**src/rtl/nes_controller_responder.sv**
```systemverilog
// NES joypad controller-side responder: serialises buttons on latch/pulse.
// Optional turbo A/B modulation is built when NES_TURBO_EN is defined.
module nes_controller_responder #(
  parameter int SYNC_STAGES = 2,
  parameter int NUM_BITS    = 8,
  parameter int TURBO_DIV   = 4
) (
  input  logic                clk,
  input  logic                reset_n,
  input  logic [NUM_BITS-1:0] buttons,
  input  logic                nes_latch,
  input  logic                nes_pulse,
`ifdef NES_TURBO_EN
  input  logic [1:0]          turbo_mask,
`endif
  output logic                nes_data,
  output logic                busy,
  output logic [3:0]          bit_count,
  output logic                frame_done
);

  typedef enum logic [1:0] {
    IDLE,
    LOAD,
    SHIFT,
    DONE
  } state_t;

  state_t state, stateNext;

  logic [SYNC_STAGES-1:0] latchSync, pulseSync;
  logic latchQ, pulseQ;
  logic latchNow, pulseNow;
  logic latchRise, latchFall, pulseRise;

  logic [NUM_BITS-1:0] shReg, shNext, loadVal;
  logic [3:0] cntNext;
  logic dataNext, busyNext, doneNext;

  always_ff @(posedge clk or negedge reset_n) begin
    if (!reset_n) begin
      latchSync <= '0;
      pulseSync <= '0;
      latchQ    <= 1'b0;
      pulseQ    <= 1'b0;
    end else begin
      latchSync <= {latchSync[SYNC_STAGES-2:0], nes_latch};
      pulseSync <= {pulseSync[SYNC_STAGES-2:0], nes_pulse};
      latchQ    <= latchNow;
      pulseQ    <= pulseNow;
    end
  end

  assign latchNow  = latchSync[SYNC_STAGES-1];
  assign pulseNow  = pulseSync[SYNC_STAGES-1];
  assign latchRise = latchNow & ~latchQ;
  assign latchFall = ~latchNow & latchQ;
  assign pulseRise = pulseNow & ~pulseQ;

`ifdef NES_TURBO_EN
  localparam int CW = (TURBO_DIV > 1) ? $clog2(TURBO_DIV) : 1;

  logic [CW-1:0] frameCnt;
  logic phase;
  logic frameStart;

  assign frameStart = (state == LOAD) && latchFall;

  always_ff @(posedge clk or negedge reset_n) begin
    if (!reset_n) begin
      frameCnt <= '0;
      phase    <= 1'b0;
    end else if (frameStart) begin
      if (frameCnt == CW'(TURBO_DIV - 1)) begin
        frameCnt <= '0;
        phase    <= ~phase;
      end else begin
        frameCnt <= frameCnt + 1'b1;
      end
    end
  end

  // Active-low: a turbo button reads as released during phase 1
  always_comb begin
    loadVal = ~buttons;
    if (phase) begin
      if (turbo_mask[0]) loadVal[0] = 1'b1;
      if (turbo_mask[1]) loadVal[1] = 1'b1;
    end
  end
`else
  assign loadVal = ~buttons;
`endif

  always_ff @(posedge clk or negedge reset_n) begin
    if (!reset_n) begin
      state      <= IDLE;
      shReg      <= '1;
      bit_count  <= 4'd0;
      nes_data   <= 1'b1;
      busy       <= 1'b0;
      frame_done <= 1'b0;
    end else begin
      state      <= stateNext;
      shReg      <= shNext;
      bit_count  <= cntNext;
      nes_data   <= dataNext;
      busy       <= busyNext;
      frame_done <= doneNext;
    end
  end

  // Latch rise outranks everything, including a same-cycle pulse
  always_comb begin
    stateNext = state;
    shNext    = shReg;
    cntNext   = bit_count;
    if (latchRise) begin
      stateNext = LOAD;
      shNext    = loadVal;
      cntNext   = 4'd0;
    end else begin
      unique case (state)
        LOAD: begin
          shNext = loadVal;
          if (latchFall) begin
            stateNext = SHIFT;
            cntNext   = 4'd0;
          end
        end
        SHIFT: begin
          if (pulseRise) begin
            shNext  = {1'b1, shReg[NUM_BITS-1:1]};
            cntNext = bit_count + 4'd1;
            if (cntNext == 4'(NUM_BITS)) stateNext = DONE;
          end
        end
        default: ;
      endcase
    end
  end

  always_comb begin
    busyNext = (stateNext == LOAD) || (stateNext == SHIFT);
    dataNext = busyNext ? shNext[0] : 1'b1;
    doneNext = (state == SHIFT) && (stateNext == DONE);
  end

endmodule

```
**config.mk**
```make
export PLATFORM = sky130hd
export DESIGN_NAME = nes_controller_responder
export DESIGN_NICKNAME = d
export VERILOG_FILES = /design/src/rtl/nes_controller_responder.sv
export SDC_FILE = /design/constraint.sdc
export NUM_CORES = 1
export LEC_CHECK = 0
export CAP_MARGIN = 10
export CORE_MARGIN = 2
export CORE_UTILIZATION = 66
export CTS_CLUSTER_DIAMETER = 100
export DETAILED_ROUTE_END_ITERATION = 10
export DONT_BUFFER_PORTS = 1
export PLACE_DENSITY = 0.82
export SYNTH_ARGS = -nofsm -noshare
export SYNTH_HDL_FRONTEND = slang
export SYNTH_SLANG_ARGS = --single-unit
```
**constraint.sdc**
```tcl
create_clock -name clk -period 3.7 [get_ports clk]
set_clock_uncertainty 0.2 [all_clocks]
set_input_delay 0.74 -clock clk [delete_from_list [all_inputs] [get_ports clk]]
set_output_delay 0.74 -clock clk [all_outputs]
set_load 0.01 [all_outputs]
```
==> impl_metrics.toml <==
[outcome]
status = "finished, final reports clean"

[global_routing]
grt_pass1_vias = 772
grt_max_degree = 30
antenna_found_initial = 0
track_usage_pct = 22.8
met3_usage_pct = 2.26
grt_pass1_wl_mm = 3.54
grt_overflow = 0
grt_busiest_layer = "met2"
met1_usage_pct = 30.8
met2_usage_pct = 36.8

[clocking]
cts-root-buf = "clkbuf_4"
cts_sinks = 23
clockBufferDepth = 2
clock_latency_ns = 0.31
h-tree-depth = 1
cts_tree = "yes"
cts.reportedPaths.clkPinSlew_ns = 0.13
cts_buffers = 3
cts_setup_buffers = 0

[route]
ant_nets = 0
dr.first_iter.drc_count = 14
wl_per_cell_um = 16.2
finalWirelength_mm = 2.18
via_count = 844
drcViolationCount = 0
viasPerCell = 6.30
dr.pass1.iters = 4

[power_and_ir_drop]
p_switching_w = 0.000311
p_sw_share_pct = 36.9
p_leak_nw = 0.523
p_per_area_nw_per_um2 = 662
ir_drop_mv = 0.401
clkPwrFrac_pct = 13.8
combPwrFrac_pct = 38.6
p_int_w = 0.000533
pwr-share-seq_pct = 47.6

[die]
start_util_pct = 71.4
fp.dieW_um = 47.5
pin_count = 19
die-height_um = 47.5
rows = 15
die-area_sq_um = 2250
core_sq_um = 1750

[yosys]
yosysSeqAreaShare_pct = 47.1
syn_area_sq_um = 1250
synth-seq-cells = 23
netlist_instances = 111
avgSynthCellArea_sq_um = 11.2
netlist-cell-type-count = 33
synth_nets = 130
yosysWarnings = 0

[setup_path]
start_kind = "flip-flop"
critPathArrivalTime_ns = 2.32
rr_startpoint = "state[0]"
cp-end-kind = "flip-flop"
reg2regPathDepth = 7
worstSetupPathType = "flip-flop to flip-flop"
required_ns = 3.74
cp_slowest_cell = "nor4bb_1"
cp_cell_sequence = "inv_1, ha_1, nor4bb_1, nand3_1, o221ai_1, ha_1, o2111ai_1"
path_common_cell = "ha_1"
critPathMaxStageDelay_ns = 0.47
crit_family = "adder cells"
cp_num_buf_inv = 1
cp_max_fo = 7
timing.rr.end = "nes_data"
r2r_slack_ns = 1.41

[cells_and_area]
layout-drive-gt1-share_pct = 19.3
fill_cells = 128
layout_common_cells = "14 x dfrtp_1, 9 x o21bai_1, 9 x dfstp_2"
regArea_sq_um = 587
multi_input_area_sq_um = 583
area_delta_synth_final_pct = 2.41
layout_commonest_cell = "dfrtp_1"
n_antenna_cell = 0
fin_nets = 129
finalInstanceArea_sq_um = 1280
stdcell_count = 134

[placement]
dp_hpwl_mm = 1.55
gp_congestion = 0.857
port_buffers = 0
dp_cells = 129
post_dp_cell_area_sq_um = 1240
pre_cts_slack_ns = 1.49

[timing]
finalCriticalPeriod_ns = 2.29
hold_viol = 0
tightest_slew_ns = 0.818
period_share_pct = 61.8
rsz0062_at_grt = "false"
setup_violations = 0
drv_slew = 0
finalWorstSetupSlack_ns = 1.41
max_slew_margin_pct = 45.5
finalSetupTns_ns = 0
worst_hold_slack_ns = 0.0518
max_freq_mhz = 437

[worst_hold_path]
hp-class = "input pin to asynchronous set/reset pin"

[job]
maxCapViolations = 0
==> power groups by stage <==
stage                     clock network, W  logic (W)  registers (W)
after floorplan                          0   0.000288       0.000396
after global placement                   0   0.000310       0.000405
after detailed placement                 0   0.000324       0.000408
after CTS                         0.000117   0.000329       0.000403
after global routing              0.000128   0.000363       0.000411
final                             0.000116   0.000326       0.000402
==> metal layers <==
| layer | up-vias | part of all wire (%) |
|---|---|---|
| met3 | 4 | 4.6 |
| met4 | 0 | 1.8 |
| met1 | 411 | 45 |
| met5 | - | 0 |
| li1 | 401 | - |
| met2 | 28 | 49 |
==> per-stage QoR <==
stage | total power [W] | utilization (%)
global placement | 0.000714 | 71.0
detailed placement | 0.000733 | 71.0
finish | 0.000845 | 73.1
floorplan | 0.000684 | -
global route | 0.000902 | 73.1
CTS | 0.000849 | 73.1
==> state kept, by name (all words and copies together) (netlist names) <==
| register | flops |
|---|---|
| bit_count | 4 |
| busy | 1 |
| frame_done | 1 |
| latchQ | 1 |
| latchSync | 2 |
| nes_data | 1 |
| pulseQ | 1 |
| pulseSync | 2 |
| shReg | 8 |
| state | 2 |
==> worst register-to-register path: stages, from the launching register on <==
cell	delay [ns]
dfrtp_1	0.37
inv_1	0.08
ha_1	0.38
nor4bb_1	0.47
nand3_1	0.13
o221ai_1	0.22
ha_1	0.29
o2111ai_1	0.08
==> worst max path at each step <==
stage	slack, ns	depth (start not counted)	end	startpoint
floorplan	1.64	8	nes_data	state[0]
finish	1.41	7	nes_data	state[0]
detailed placement	1.49	7	nes_data	state[0]
global route	1.21	7	nes_data	state[0]
CTS	1.46	7	nes_data	state[0]
global placement	1.61	5	shReg[7]	state[1]
==> cells in the mapped netlist <==
library cell	n	area [sq um]
a211oi_1	2	15.0
a31oi_1	1	6.26
a31oi_2	7	87.6
a41oi_1	1	8.76
and2_1	1	6.26
and2b_1	1	7.51
and3_1	1	6.26
and3b_1	1	8.76
buf_2	1	5.00
buf_6	2	22.5
clkbuf_1	5	18.8
dfrtp_1	14	350
dfstp_2	9	236
ha_1	7	87.6
inv_1	8	30.0
mux2i_1	3	30.0
nand2_1	3	11.3
nand2b_1	1	6.26
nand3_1	3	15.0
nand3b_1	7	52.6
nand4_1	1	6.26
nor2b_1	5	31.3
nor3_1	1	5.00
nor4_1	7	43.8
nor4bb_1	1	10.0
o2111ai_1	1	8.76
o211ai_1	2	15.0
o21bai_1	9	67.6
o221ai_1	1	8.76
o31a_1	1	8.76
or2b_1	1	7.51
or3_1	2	12.5
xnor2_1	1	8.76
==> area by class of cell <==
type / count / share of cell area (%)
Inverter: 8 / 2.35
Multi-Input combinational cell: 72 / 45.7
Timing Repair Buffer: 2 / 1.37
Sequential cell: 23 / 46.0
Clock inverter: 1 / 0.392
Tap cell: 25 / 2.45
Clock buffer: 3 / 1.76
==> logic make-up (layout without fill, tap and decap cells) <==
kind of cell / count (synthesis) / in the layout / share of synthesized area (%)
AND/OR/NAND/NOR: 36 / 36 / 18.5
AO/OA/AOI/OAI: 25 / 25 / 18.2
buffers and inverters: 16 / 14 / 6.12
flip-flops: 23 / 23 / 47.1
adder cells (fa/ha/maj): 7 / 7 / 7.03
XOR/XNOR: 1 / 1 / 0.703
multiplexers: 3 / 3 / 2.41
==> repair_timing <==
action                     4_1_cts  5_1_grt
setup endpoints to repair        0        0
gates resized for setup          0        0
hold endpoints to repair        14        0
hold buffers                     1        0
No activity file was read; power rests on OpenSTA's default activity.
